## src/rtl/uart_ctrl_pkg.sv

```systemverilog
// Shared definitions for the UART image controller: FSM state encoding and default widths.
package uart_ctrl_pkg;

  localparam int DEF_DATA_W = 8;
  localparam int DEF_ADDR_W = 16;

  typedef enum logic [2:0] {
    LOAD = 3'd0,
    IDLE = 3'd1,
    RD   = 3'd2,
    SEND = 3'd3,
    WAIT = 3'd4
  } state_e;

endpackage

```

## src/rtl/img_addr_cnt.sv

```systemverilog
// Image byte counter: synchronous clear/increment, one cycle to update, flags the last byte.
// One bit wider than the address so a full 2^ADDR_W image never wraps before the flag.
module img_addr_cnt #(
  parameter int ADDR_W    = 16,
  parameter int IMG_BYTES = 65536
) (
  input  logic              clk,
  input  logic              rst_n,
  input  logic              clr_i,
  input  logic              inc_i,
  output logic [ADDR_W-1:0] addr_o,
  output logic              tc_o
);

  localparam int              CNT_W = ADDR_W + 1;
  localparam logic [CNT_W-1:0] LAST  = CNT_W'(IMG_BYTES - 1);

  logic [CNT_W-1:0] cnt_q, cnt_d;

  always_comb begin
    cnt_d = cnt_q;
    if (clr_i)      cnt_d = '0;
    else if (inc_i) cnt_d = cnt_q + 1'b1;
  end

  always_ff @(posedge clk or negedge rst_n) begin
    if (!rst_n) cnt_q <= '0;
    else        cnt_q <= cnt_d;
  end

  assign addr_o = cnt_q[ADDR_W-1:0];
  assign tc_o   = (cnt_q == LAST);

endmodule

```

## src/rtl/uart_image_ctrl.sv

```systemverilog
// Loads an image from UART rx into RAM, lends RAM to the processor, then streams it back out.
// Byte out 2 cycles after its read starts; the next byte waits for tx_done (no rx backpressure).
module uart_image_ctrl
  import uart_ctrl_pkg::*;
#(
  parameter int DATA_W    = DEF_DATA_W,
  parameter int ADDR_W    = DEF_ADDR_W,
  parameter int IMG_BYTES = 65536
) (
  input  logic              clk,
  input  logic              rst_n,
  input  logic              rx_valid,
  input  logic [DATA_W-1:0] rx_data,
  input  logic              tx_done,
  output logic              tx_valid,
  output logic [DATA_W-1:0] tx_data,
  output logic [ADDR_W-1:0] ram_addr,
  output logic [DATA_W-1:0] ram_wdata,
  output logic              ram_we,
  input  logic [DATA_W-1:0] ram_rdata,
  input  logic [ADDR_W-1:0] proc_addr,
  input  logic              proc_we,
  input  logic [DATA_W-1:0] proc_wdata,
  input  logic              start_tx,
  input  logic              reload,
  output logic              load_done,
  output logic              tx_fin,
  output logic              proc_grant,
  output logic [7:0]        rx_drop_cnt
);

  state_e            state_q, state_d;
  logic              cnt_clr, cnt_inc, cnt_tc;
  logic [ADDR_W-1:0] cnt_addr;

  logic              tx_valid_q, tx_valid_d;
  logic [DATA_W-1:0] tx_data_q, tx_data_d;
  logic              load_done_q, load_done_d;
  logic              tx_fin_q, tx_fin_d;
  logic [7:0]        drop_q, drop_d;

  img_addr_cnt #(
    .ADDR_W    (ADDR_W),
    .IMG_BYTES (IMG_BYTES)
  ) u_cnt (
    .clk    (clk),
    .rst_n  (rst_n),
    .clr_i  (cnt_clr),
    .inc_i  (cnt_inc),
    .addr_o (cnt_addr),
    .tc_o   (cnt_tc)
  );

  // RAM port mux: processor owns it in IDLE, otherwise the counter drives the address.
  always_comb begin
    ram_addr  = cnt_addr;
    ram_wdata = rx_data;
    ram_we    = 1'b0;
    if (state_q == IDLE) begin
      ram_addr  = proc_addr;
      ram_wdata = proc_wdata;
      ram_we    = proc_we;
    end else if (state_q == LOAD) begin
      ram_we = rx_valid && !reload;
    end
  end

  always_comb begin
    state_d = state_q;
    cnt_clr = 1'b0;
    cnt_inc = 1'b0;
    if (reload) begin
      state_d = LOAD;
      cnt_clr = 1'b1;
    end else begin
      case (state_q)
        LOAD: begin
          if (rx_valid) begin
            if (cnt_tc) begin
              cnt_clr = 1'b1;
              state_d = IDLE;
            end else begin
              cnt_inc = 1'b1;
            end
          end
        end
        IDLE: begin
          if (start_tx) begin
            cnt_clr = 1'b1;
            state_d = RD;
          end
        end
        RD:   state_d = SEND;
        SEND: state_d = WAIT;
        WAIT: begin
          if (tx_done) begin
            if (cnt_tc) begin
              cnt_clr = 1'b1;
              state_d = IDLE;
            end else begin
              cnt_inc = 1'b1;
              state_d = RD;
            end
          end
        end
        default: begin
          cnt_clr = 1'b1;
          state_d = LOAD;
        end
      endcase
    end
  end

  always_comb begin
    tx_valid_d  = !reload && (state_q == SEND);
    tx_data_d   = (state_q == SEND) ? ram_rdata : tx_data_q;
    tx_fin_d    = !reload && (state_q == WAIT) && tx_done && cnt_tc;
    load_done_d = load_done_q;
    drop_d      = drop_q;
    if (reload) begin
      load_done_d = 1'b0;
      drop_d      = 8'd0;
    end else begin
      if ((state_q == LOAD) && rx_valid && cnt_tc) load_done_d = 1'b1;
      if ((state_q != LOAD) && rx_valid && (drop_q != 8'd255)) drop_d = drop_q + 8'd1;
    end
  end

  always_ff @(posedge clk or negedge rst_n) begin
    if (!rst_n) begin
      state_q     <= LOAD;
      tx_valid_q  <= 1'b0;
      tx_data_q   <= '0;
      load_done_q <= 1'b0;
      tx_fin_q    <= 1'b0;
      drop_q      <= 8'd0;
    end else begin
      state_q     <= state_d;
      tx_valid_q  <= tx_valid_d;
      tx_data_q   <= tx_data_d;
      load_done_q <= load_done_d;
      tx_fin_q    <= tx_fin_d;
      drop_q      <= drop_d;
    end
  end

  assign tx_valid    = tx_valid_q;
  assign tx_data     = tx_data_q;
  assign load_done   = load_done_q;
  assign tx_fin      = tx_fin_q;
  assign rx_drop_cnt = drop_q;
  assign proc_grant  = (state_q == IDLE);

endmodule

```

## config.mk

```make
export PLATFORM = sky130hd
export DESIGN_NAME = uart_image_ctrl
export DESIGN_NICKNAME = d
export VERILOG_FILES = /design/src/rtl/uart_ctrl_pkg.sv /design/src/rtl/img_addr_cnt.sv /design/src/rtl/uart_image_ctrl.sv
export SDC_FILE = /design/constraint.sdc
export NUM_CORES = 1
export LEC_CHECK = 0
export ABC_AREA = 1
export BUFFER_PORTS_ARGS = -buffer_cell sky130_fd_sc_hd__buf_2
export CAP_MARGIN = 30
export CORE_MARGIN = 8
export CORE_UTILIZATION = 38
export CTS_CLUSTER_DIAMETER = 150
export DETAILED_ROUTE_END_ITERATION = 16
export GPL_TIMING_DRIVEN = 0
export PLACE_DENSITY = 0.67
export SLEW_MARGIN = 20
export SYNTH_ARGS = -nofsm -noshare
export SYNTH_HDL_FRONTEND = slang
export SYNTH_SLANG_ARGS = --single-unit
```

## constraint.sdc

```tcl
create_clock -name clk -period 2 [get_ports clk]
set_clock_uncertainty 0.05 [all_clocks]
set_input_delay 0.1 -clock clk [delete_from_list [all_inputs] [get_ports clk]]
set_output_delay 0.1 -clock clk [all_outputs]
set_load 0.02 [all_outputs]
```

**Yosys cells after proc, flatten, opt, wreduce, memory -nomap -nowiden**

Index checks and enable logic that the tools add are counted.

- Add/subtract/negate cells: 2
- Equal/unequal tests: 10
- Mux-type cells: 28
- Reduce and logical (&&, ||, !) cells: 17

Operators by type and width:

| operator | count |
|---|---|
| two-way mux 17 bit | 2 |
| two-way mux 8 bit | 3 |
| adder 17 x 1 -> 17 bit, second input constant | 1 |
| equality test 17 x 16 -> 1 bit, second input constant | 1 |
| two-way mux 16 bit | 1 |
| two-way mux 3 bit | 5 |
| one-hot mux 3 bit (5 select lines) | 1 |
| two-way mux 1 bit | 13 |
| inequality test 3 bit, second input constant | 4 |
| logical AND 1 bit | 9 |
| adder 8 x 1 -> 8 bit, second input constant | 1 |
| inequality test 8 bit, second input constant | 1 |
| equality test 3 x 2 -> 1 bit, second input constant | 2 |
| nonzero test 2 bit | 3 |
| one-hot mux 1 bit (4 select lines) | 1 |
| AND reduction 4 bit | 1 |
| equality test 3 x 1 -> 1 bit, second input constant | 1 |
| equality test 3 bit, second input constant | 1 |
| zero test 3 bit | 1 |
| nonzero test 3 bit | 1 |
| two-way mux 2 bit | 1 |
| one-hot mux 1 bit (2 select lines) | 1 |
| OR reduction 2 bit | 1 |
| zero test 1 bit | 1 |

- Output and inout port bits: 45
- Logic and storage cells: 64
- Register bits: 39

**Depth between registers and ports, before layout**

Gate-level depths: netlist of run 1.

- Depth in word-level cells: 7
- Gate-level depth with buffers: 15
- Depth with buffers taken out: 14

**Cells and area by module**

From an unflattened synthesis of run 1, not the netlist that was laid out.

- Cell total of the unflattened synthesis: 375
- Area total of the unflattened synthesis: 2,618.8 um^2

Modules (own cells, without submodules):

| module | cells an instance | area an instance (um^2) | sequential area each (um^2) | times used |
|---|---|---|---|---|
| uart_image_ctrl | 219 | 1,492.7 | 550.5 | 1 |
| img_addr_cnt | 156 | 1,126.1 | 425.4 | 1 |

**Least setup slack after synthesis of run 1**

Ideal clock, no wire load.

- Path kind: reg-to-reg
- Start: reg u_cnt.cnt_q[1]
- End: reg u_cnt.cnt_q[15]
- Buffers on the path: 0
- Data required time: 1.833 ns
- Data arrival time: 2.001 ns
- Cell stages (with the launch flop): 14
- Setup slack: -0.168 ns
- Clock period less this slack: 2.168 ns
- Cells stage by stage: dfrtp_1 -> ha_1 -> nand3_1 -> nor2_2 -> nand3_1 -> nor4_1 -> ha_1 -> inv_1 -> nor2_1 -> nand3_1 -> nand2_2 -> inv_4 -> nand3_1 -> nand2_1

- Longest elaborated chain between the ends: 6
- Elaborated cells between the ends (all ways): 15
- Classes of those cells: add/sub (1); eq/ne (1); mux (12); reduce/logical (1)

RTL lines:

| what | line | source |
|---|---|---|
| from (decl) | img_addr_cnt.sv:18 | `logic [CNT_W-1:0] cnt_q, cnt_d;` |
| from (signal assigned) | img_addr_cnt.sv:28 | `else cnt_q <= cnt_d;` |
| equality test 17 x 16 -> 1 bit | img_addr_cnt.sv:32 | `assign tc_o = (cnt_q == LAST);` |
| two-way mux 1 bit | uart_image_ctrl.sv:79, uart_image_ctrl.sv:97 |  |
| two-way mux 1 bit (on tied branches) | uart_image_ctrl.sv:96, uart_image_ctrl.sv:78 |  |
| one-hot mux 1 bit (4 select lines) or one-hot mux 1 bit (2 select lines) (tied branches) | uart_image_ctrl.sv:76 | `case (state_q)` |
| two-way mux 1 bit | uart_image_ctrl.sv:72 | `if (reload) begin` |
| two-way mux 17 bit or nonzero test 2 bit (tied branches) | n/a |  |

Several ways; a longest one is shown, not always the timed one. The select of a mux whose other input is x is not followed.
A chain may end at the register's enable or synchronous reset.

**Worst setup path in the final report of run 1**

- Start: reg u_cnt.cnt_q[0]
- End: reg u_cnt.cnt_q[11]

Same word-level chain as after synthesis.

==> results.toml, run 1 <==
[status]
outcome = "complete, but fails checks"
violations = "setup timing"

[place]
gp_congestion = 0.883
hpwlAfterDp_um = 5100
placed_cells = 507
port_buffers = 91
place_ws_ps = -448

[sta]
timing.final.hold_violations = 0
period_needed_ps = 2080
worst_pin_slew_ps = 481
max_freq_ghz = 0.481
holdWs_ps = 43.4
fin_ws_ps = -77.5
finalSetupViolCount = 15
final.setup.tns_ps = -829
period_share = 1.04
worst_slew_margin_rel = 0.679
grt_setup_unrepaired = "true"
drv_slew = 0

[detailed_routing]
drt-initial-drc-count = 159
via_count = 2575
top_signal_layer_used = "met4"
routed_via_density = 4.77
drc = 0
routed-wl-met3_um = 876
wl_per_cell_um = 13.5
route.layer.met1.wl_um = 3000
met2_length_um = 3360
totalWireLength_um = 7300
drtPass1Iterations = 4
ant_nets = 0

[cells_and_area]
final-instance-count-excl-fill = 540
diodes = 0
post-route-util = 0.556
seq_area_sq_um = 978
syn_to_final_growth_pct = 43.7
drive_gt1_frac = 0.367
multi_input_area_sq_mm = 0.00144
finalNetCount = 512
n_fill_cell = 572

[clocking]
clockBufferDepth = 2
cts_tree = "yes"
clock-root-buffer = "clkbuf_8"
cts.clk_slew.worst_paths_ps = 80
htreeDepth = 2
clock_latency_ps = 290
cts-buffers-inserted = 5
cts_sinks = 39

[critical_path]
startpoint = "u_cnt.cnt_q[0]$_DFFE_PN0P_"
reg2reg_slack_ps = -80
r2r_start = "u_cnt.cnt_q[0]$_DFFE_PN0P_"
cp_max_fo = 5
crit_arrival_ps = 2250
crit_path_end_kind = "register"
crit_type = "register to register"
worstPathRequired_ps = 2170
cp-endpoint = "u_cnt.cnt_q[11]$_DFFE_PN0P_"
worstReg2RegEnd = "u_cnt.cnt_q[11]$_DFFE_PN0P_"
reg2reg_depth = 15
start_kind = "register"

[global_route]
grt_pass1_wl_um = 11900
track_usage = 0.163
grt_pass1_vias = 2542
grt_overflow = 0
antenna_found_initial = 0
grt_max_degree = 40

[logic_synthesis]
synthTopCellsByCount = "nand2_1, nor2_1, dfrtp_1, nand3_1, inv_1"
synth_edf_count = 0
post-synth-top-count-cell = "nand2_1"
syn_area_sq_mm = 0.00241
netlist.area_leader.share = 0.404
synthTopCellsByArea = "dfrtp_1, nand2_1, nor2_1, nand3_1, mux2_2"
synth_flop_cell = "dfrtp_1"
yosysTopAreaCell = "dfrtp_1"
yosysSeqAreaShare = 0.404
syn_nets = 389
ys_types = 32
syn-instance-count = 339
yosysWarnings = 0
syn_avg_cell_area_sq_um = 7.12
ys_ff_latch = 39
async_flop_share = 1.00

[power_and_ir_drop]
p_seq_frac = 0.352
pwr-share-comb = 0.397
switchingPower_uw = 1040
p_int_uw = 1700
swShare = 0.381
p_leak_uw = 0.00181
clkPwrFrac = 0.251
max-vdd-ir-drop_uv = 700
powerDensity_mw_per_mm2 = 790

[run]
cap_violations = 0

[floorplan]
coreArea_sq_mm = 0.00624
dieWidth_um = 95.7
rows = 29
num_io_pins = 92
start_util = 0.387
die_h_um = 95.7
die_area_sq_mm = 0.00916

[min_path]
hold_path.class = "input port to register"
[power by group through the flow]
stage               clock network, uW  logic (uW)  registers (uW)
global route                      728        1210             977
detailed placement                  0         990             974
CTS                               702        1050             960
global placement                    0         976             968
floorplan                           0         523            1080
finish                            689        1090             964
[logic make-up after synthesis]
logic type / synth area share
compound gates: 0.0710
mux: 0.0373
xor+xnor: 0.0218
simple gates: 0.395
flops: 0.404
fa+ha+maj: 0.0155
buf+inv: 0.0554
[per-layer routing]
layer  global-route usage  vias up
met5                    0        -
met4               0.0499        0
met3               0.0499        4
met2                0.262       97
met1                0.205     1150
li1                     -     1324
[worst max-delay path, stage by stage (launching register included)]
cell     delay (ps)
dfrtp_1         410
ha_4            170
nand3_4          80
nor2_4          130
nand3_4         100
nor4_4          170
ha_2            250
inv_4            60
nand2_4          60
nor2_2           50
nand3_4         100
buf_6           150
nor2_2           40
nand2_1          50
nand2_1          50
nor2_1           80
[final cells by class]
class	count	share of cell area
Multi-Input combinational cell	268	0.414
Sequential cell	39	0.282
Timing Repair Buffer	116	0.199
Inverter	26	0.0332
Tap cell	77	0.0278
Clock buffer	6	0.0238
Buffer	6	0.0108
Clock inverter	2	0.0101
[worst min-delay path by stage]
stage,startpoint,end,slack (ps),cells past startpoint
6_report,tx_done,tx_fin$_DFF_PN0_,40,3
3_3_place_gp,rst_n,rx_drop_cnt[3]$_DFFE_PN0P_,230,1
3_5_place_dp,rst_n,rx_drop_cnt[3]$_DFFE_PN0P_,230,1
5_1_grt,tx_done,tx_fin$_DFF_PN0_,40,3
4_1_cts,tx_done,tx_fin$_DFF_PN0_,40,3
2_1_floorplan,rst_n,load_done$_DFFE_PN0P_,-250,0
[sequential cells by signal, summed over array words and instances, names as in the netlist]
signal and count:
tx_fin 1, u_cnt.cnt_q 17, tx_valid 1, rx_drop_cnt 8, state_q 3, tx_data 8, load_done 1
[cell usage in the layout (no fill, tap or decap), types with 3 or more instances in the layout]
cell / netlist / final
inv_1: 20 / 18
o21ai_1: 4 / 4
nor2_4: 2 / 4
inv_2: 5 / 4
nand3_4: 1 / 6
o21ai_0: 15 / 13
dlygate4sd3_1: 0 / 9
dfrtp_1: 39 / 37
a21oi_1: 4 / 4
buf_4: 0 / 14
buf_2: 3 / 93
nor2_2: 6 / 10
nand2_1: 134 / 132
nand3_1: 24 / 21
nor3_1: 4 / 4
nand2_2: 3 / 3
xor2_1: 6 / 6
mux2_2: 8 / 8
clkbuf_8: 0 / 6
nor2_1: 40 / 34
[per-stage QoR]
step                total power, uW  instance area, sq um
global route                   2910                  3470
detailed placement             1960                  3000
CTS                            2710                  3340
floorplan                      1600                  2440
finish                         2740                  3470
global placement               1940                  3000
[repair_timing]
action | CTS | global route
gates cloned | 1 | 0
pin swaps | 8 | 6
endpoints found under the hold margin | 47 | 0
hold buffers | 9 | 0
endpoints found under the setup margin | 35 | 45
buffers inserted | 9 | 5
gates resized for setup | 16 | 19
No activity file was read; power rests on OpenSTA's default activity.
==> run 2: changes to the inputs <==
--- a/config.mk
+++ b/config.mk
@@ -5,15 +5,15 @@
 export SDC_FILE = /design/constraint.sdc
 export NUM_CORES = 1
 export LEC_CHECK = 0
-export ABC_AREA = 1
 export BUFFER_PORTS_ARGS = -buffer_cell sky130_fd_sc_hd__buf_2
 export CAP_MARGIN = 30
 export CORE_MARGIN = 8
 export CORE_UTILIZATION = 38
 export CTS_CLUSTER_DIAMETER = 150
+export CTS_CLUSTER_SIZE = 30
 export DETAILED_ROUTE_END_ITERATION = 16
 export GPL_TIMING_DRIVEN = 0
-export PLACE_DENSITY = 0.67
+export PLACE_DENSITY = 0.68
 export SLEW_MARGIN = 20
 export SYNTH_ARGS = -nofsm -noshare
 export SYNTH_HDL_FRONTEND = slang
==> results.toml, run 2 <==
[clocking]
cts_sinks = 39
clock_latency_ps = 290
clockBufferDepth = 2
cts.clk_slew.worst_paths_ps = 80
clock-root-buffer = "clkbuf_8"
cts_tree = "yes"
cts-buffers-inserted = 5
htreeDepth = 2

[critical_path]
startpoint = "u_cnt.cnt_q[12]$_DFFE_PN0P_"
crit_arrival_ps = 2770
worstPathRequired_ps = 2180
crit_chain = "and4_4 -> nand2_4 -> nor4_2 -> ha_2 -> or4_4 -> buf_4 -> or4_4 -> or3_1 -> a21oi_1"
crit_family = "simple AND/OR/NAND/NOR gates"
start_kind = "register"
crit_path_end_kind = "register"
r2r_start = "u_cnt.cnt_q[12]$_DFFE_PN0P_"
cp_common_cell = "or4_4"
crit_slowest_cell = "or4_4"
critPathMaxStageDelay_ps = 460
crit_buf_inv = 1
crit_type = "register to register"
cp_max_fo = 8

[floorplan]
start_util = 0.384
die_area_sq_mm = 0.00855
coreArea_sq_mm = 0.00578
dieWidth_um = 92.5
num_io_pins = 92
die_h_um = 92.5
rows = 28

[global_route]
grt_pass1_vias = 2248
track_usage = 0.149
grt_max_degree = 40
grt_pass1_wl_um = 10600
antenna_found_initial = 0
grt_overflow = 0

[sta]
period_needed_ps = 2590
drv_slew = 0
timing.final.hold_violations = 0
max_freq_ghz = 0.386
final.setup.tns_ps = -8210
worst_slew_margin_rel = 0.400
holdWs_ps = 31.7
fin_ws_ps = -591
period_share = 1.30
grt_setup_unrepaired = "true"
worst_pin_slew_ps = 882
finalSetupViolCount = 42

[logic_synthesis]
syn_area_sq_mm = 0.00222
synth_edf_count = 0
syn_nets = 276
syn_avg_cell_area_sq_um = 9.83
ys_types = 34
post-synth-top-count-cell = "dfrtp_1"
ys_ff_latch = 39
synth_flop_cell = "dfrtp_1"
syn-instance-count = 226
yosysWarnings = 0
synthTopCellsByCount = "dfrtp_1, mux2_2, nor2_1, nand2_1, a21oi_1"
synthTopCellsByArea = "dfrtp_1, mux2_2, nor2_1, a21oi_1, o21ai_0"
yosysTopAreaCell = "dfrtp_1"
netlist.area_leader.share = 0.439
yosysSeqAreaShare = 0.439
async_flop_share = 1.00

[detailed_routing]
drc = 0
totalWireLength_um = 6890
wl_per_cell_um = 15.8
ant_nets = 0
drtPass1Iterations = 6
routed_via_density = 5.31
drt-initial-drc-count = 58
via_count = 2316

[place]
hpwlAfterDp_um = 4350
port_buffers = 91
place_ws_ps = -848
placed_cells = 392
gp_congestion = 0.786

[cells_and_area]
largest_reg_flops = 17
layout_common_cells = "buf_2, dfrtp_1, buf_6"
layout_commonest_cell = "buf_2"
finalNetCount = 410
syn_to_final_growth_pct = 65.3
diodes = 0
drive_gt1_frac = 0.554
final-instance-count-excl-fill = 436
largest_register = "u_cnt.cnt_q"

[power_and_ir_drop]
p_leak_uw = 0.00170
powerDensity_mw_per_mm2 = 491
max-vdd-ir-drop_uv = 339

[run]
cap_violations = 0

[status]
violations = "setup timing"
outcome = "complete, but fails checks"

[min_path]
hold_path.class = "input port to register"
min_from = "reload"
## run 2: power by group
| part | switching (uW) | internal (uW) |
|---|---|---|
| Clock | 284 | 404 |
| Sequential | 11.1 | 809 |
| Combinational | 143 | 150 |
## run 2: kinds of logic after synthesis
kind of cell             count (synthesis)  share of synthesized area
AND/OR/NAND/NOR                         83                      0.194
flip-flops                              39                      0.439
multiplexers                            35                      0.176
AO/OA/AOI/OAI                           39                      0.104
buffers and inverters                   17                     0.0299
XOR/XNOR                                10                     0.0394
adder cells (fa/ha/maj)                  3                     0.0169
## run 2: layout make-up
| class | count | area (sq um) |
|---|---|---|
| clock buffer | 6 | 82.6 |
| fill | 480 | 2110 |
| clock inverter | 2 | 35.0 |
| buffer | 8 | 60.1 |
| multi-input combinational | 170 | 1420 |
| tap | 75 | 93.8 |
| inverter | 4 | 15.0 |
| sequential | 39 | 982 |
| timing repair buffer | 132 | 978 |
## run 2: what timing repair did
action	in CTS	in global routing
hold buffers	9	0
resized for setup	30	86
gates cloned	1	2
setup buffers	18	11
endpoints found under the setup margin	52	54
pin swaps	12	5
hold endpoints to repair	47	0
## run 2: stage by stage
| stage | instance area, sq um | utilization | power, uW |
|---|---|---|---|
| after floorplan | 2280 | - | 933 |
| after global placement | 2830 | 0.489 | 1040 |
| after detailed placement | 2830 | 0.489 | 1040 |
| after CTS | 3300 | 0.572 | 1790 |
| after global routing | 3670 | 0.635 | 1880 |
| final | 3670 | 0.635 | 1800 |
## run 2: worst register-to-register path, cell delays in order (launching register included)
cell and delay [ps]:
dfrtp_1 400, and4_4 210, nand2_4 80, nor4_2 50
ha_2 180, or4_4 430, buf_4 160, or4_4 460
or3_1 390, a21oi_1 120
## run 2: final timing paths
kind,end,depth (start not counted),slack [ps]
max,u_cnt.cnt_q[10]$_DFFE_PN0P_,9,-590
min,state_q[0]$_DFFE_PN0P_,2,30
max reg2reg,u_cnt.cnt_q[10]$_DFFE_PN0P_,9,-590
min reg2reg,tx_data[7]$_DFFE_PN0P_,1,460
max in group asynchronous,u_cnt.cnt_q[6]$_DFFE_PN0P_,3,1300
min in group asynchronous,tx_data[6]$_DFFE_PN0P_,2,160
## run 2: layer usage
layer / global-route usage / wire length (um)
met1: 0.167 / 2880
met2: 0.250 / 3410
met3: 0.0615 / 482
met4: 0.0537 / 111
met5: 0 / 0
==> run 3: changes to the inputs <==
--- a/config.mk
+++ b/config.mk
@@ -8,12 +8,11 @@
 export BUFFER_PORTS_ARGS = -buffer_cell sky130_fd_sc_hd__buf_2
 export CAP_MARGIN = 30
 export CORE_MARGIN = 8
-export CORE_UTILIZATION = 38
+export CORE_UTILIZATION = 30
 export CTS_CLUSTER_DIAMETER = 150
 export CTS_CLUSTER_SIZE = 30
 export DETAILED_ROUTE_END_ITERATION = 16
 export GPL_TIMING_DRIVEN = 0
-export PLACE_DENSITY = 0.68
 export SLEW_MARGIN = 20
 export SYNTH_ARGS = -nofsm -noshare
 export SYNTH_HDL_FRONTEND = slang
==> results.toml, run 3 (synthesis results as in run 2) <==
[clocking]
cts.clk_slew.worst_paths_ps = 80
htreeDepth = 2
cts_tree = "yes"
clock-root-buffer = "clkbuf_8"
clockBufferDepth = 2
cts_sinks = 39
cts-buffers-inserted = 5
clock_latency_ps = 290

[global_route]
track_usage = 0.125
grt_max_degree = 40
grt_overflow = 0
grt_pass1_wl_um = 10600
antenna_found_initial = 0
grt_pass1_vias = 2326

[floorplan]
dieWidth_um = 102
num_io_pins = 92
coreArea_sq_mm = 0.00721
rows = 31
start_util = 0.308
die_area_sq_mm = 0.0104
die_h_um = 102

[cells_and_area]
drive_gt1_frac = 0.542
fin_area_sq_mm = 0.00354
finalNetCount = 403
largest_reg_flops = 17
diodes = 0
seq_area_sq_um = 982
n_fill_cell = 706
final-instance-count-excl-fill = 453
largest_register = "u_cnt.cnt_q"
layout_common_cells = "buf_2, dfrtp_1, buf_6, nor2_1, buf_4"
syn_to_final_growth_pct = 59.2
layout_commonest_cell = "buf_2"
multi_input_area_sq_mm = 0.00140

[power_and_ir_drop]
powerDensity_mw_per_mm2 = 464
max-vdd-ir-drop_uv = 382
p_leak_uw = 0.00163

[sta]
max_freq_ghz = 0.389
worst_pin_slew_ps = 767
finalSetupViolCount = 16
grt_setup_unrepaired = "true"
period_needed_ps = 2570
worst_slew_margin_rel = 0.479
drv_slew = 0
period_share = 1.28
timing.final.hold_violations = 0
fin_ws_ps = -568

[detailed_routing]
via_count = 2265
ant_nets = 0
routed_via_density = 5.00
drt-initial-drc-count = 42
totalWireLength_um = 6840
drc = 0
drtPass1Iterations = 4
wl_per_cell_um = 15.1

[status]
violations = "setup timing"
outcome = "complete, but fails checks"

[critical_path]
crit_path_end_kind = "register"
cp_max_fo = 8
crit_arrival_ps = 2740
start_kind = "register"
worstPathRequired_ps = 2170
crit_type = "register to register"

[place]
placed_cells = 416
placed_area_sq_mm = 0.00286
gp_congestion = 0.828
hpwlAfterDp_um = 4580
port_buffers = 91

[run]
cap_violations = 0

[min_path]
hold_path.class = "input port to register"
[run 3: cell count changes in the layout (fill, tap and decap cells not counted), moves of 2 or more]
cell	previous run	this run
mux2_4	19	15
buf_6	29	19
buf_4	21	19
clkinv_2	1	3
buf_2	71	76
mux2_2	14	18
nor3_4	2	0
[run 3: per-layer routing]
metal	wire [um]	track usage
met3	735	0.0565
met5	0	0
met2	3200	0.211
met1	2860	0.145
met4	42	0.0203
[run 3: worst max-delay path, cell delays in order (launching register included)]
cell and delay (ps):
dfrtp_2 420, and3_4 180, nand2_4 70, nor4_2 50, ha_2 190, or4_4 440, or4_4 550, or4_1 410
a21oi_1 130
[run 3: final cells by class]
| class | count | share of cell area |
|---|---|---|
| Buffer | 9 | 0.0212 |
| Clock buffer | 5 | 0.0195 |
| Clock inverter | 3 | 0.00425 |
| Inverter | 4 | 0.00425 |
| Multi-Input combinational cell | 170 | 0.395 |
| Sequential cell | 39 | 0.278 |
| Tap cell | 99 | 0.0350 |
| Timing Repair Buffer | 124 | 0.243 |
[run 3: worst paths after layout]
path	from	end	slack, ps	cells after the start
setup / recovery	u_cnt.cnt_q[7]$_DFFE_PN0P_	u_cnt.cnt_q[15]$_DFFE_PN0P_	-570	8
hold / removal	reload	rx_drop_cnt[7]$_DFFE_PN0P_	30	2
setup reg to reg	u_cnt.cnt_q[7]$_DFFE_PN0P_	u_cnt.cnt_q[15]$_DFFE_PN0P_	-570	8
hold reg to reg	tx_data[5]$_DFFE_PN0P_	tx_data[5]$_DFFE_PN0P_	460	1
max in group asynchronous	rst_n	u_cnt.cnt_q[6]$_DFFE_PN0P_	1280	3
min in group asynchronous	rst_n	tx_data[6]$_DFFE_PN0P_	170	2
[run 3: timing repair]
| action | in CTS | in global routing |
|---|---|---|
| hold buffers | 9 | 0 |
| gates resized for setup | 26 | 65 |
| endpoints found under the hold margin | 47 | 0 |
| endpoints found under the setup margin | 53 | 54 |
| buffers inserted | 17 | 5 |
| pin swaps | 14 | 7 |
| cloned | 0 | 1 |
[run 3: power breakdown]
group / switching, uW / internal [uW] / total, uW
sequential: 10.8 / 808 / 819
clock: 290 / 239 / 529
combinational: 142 / 149 / 291
total: 443 / 1200 / 1640
[run 3: stage by stage]
step                      setup WS, ps  TNS (ps)  hold slack [ps]  utilization  power [uW]
after floorplan                   -680     -5310             -246            -         933
after global placement            -842    -12890              225        0.396        1040
after detailed placement          -853    -13360              229        0.396        1050
after CTS                         -724     -6120             5.91        0.453        1620
after global routing              -650     -7250             42.5        0.490        1720
final                             -568     -4880             30.3        0.490        1640
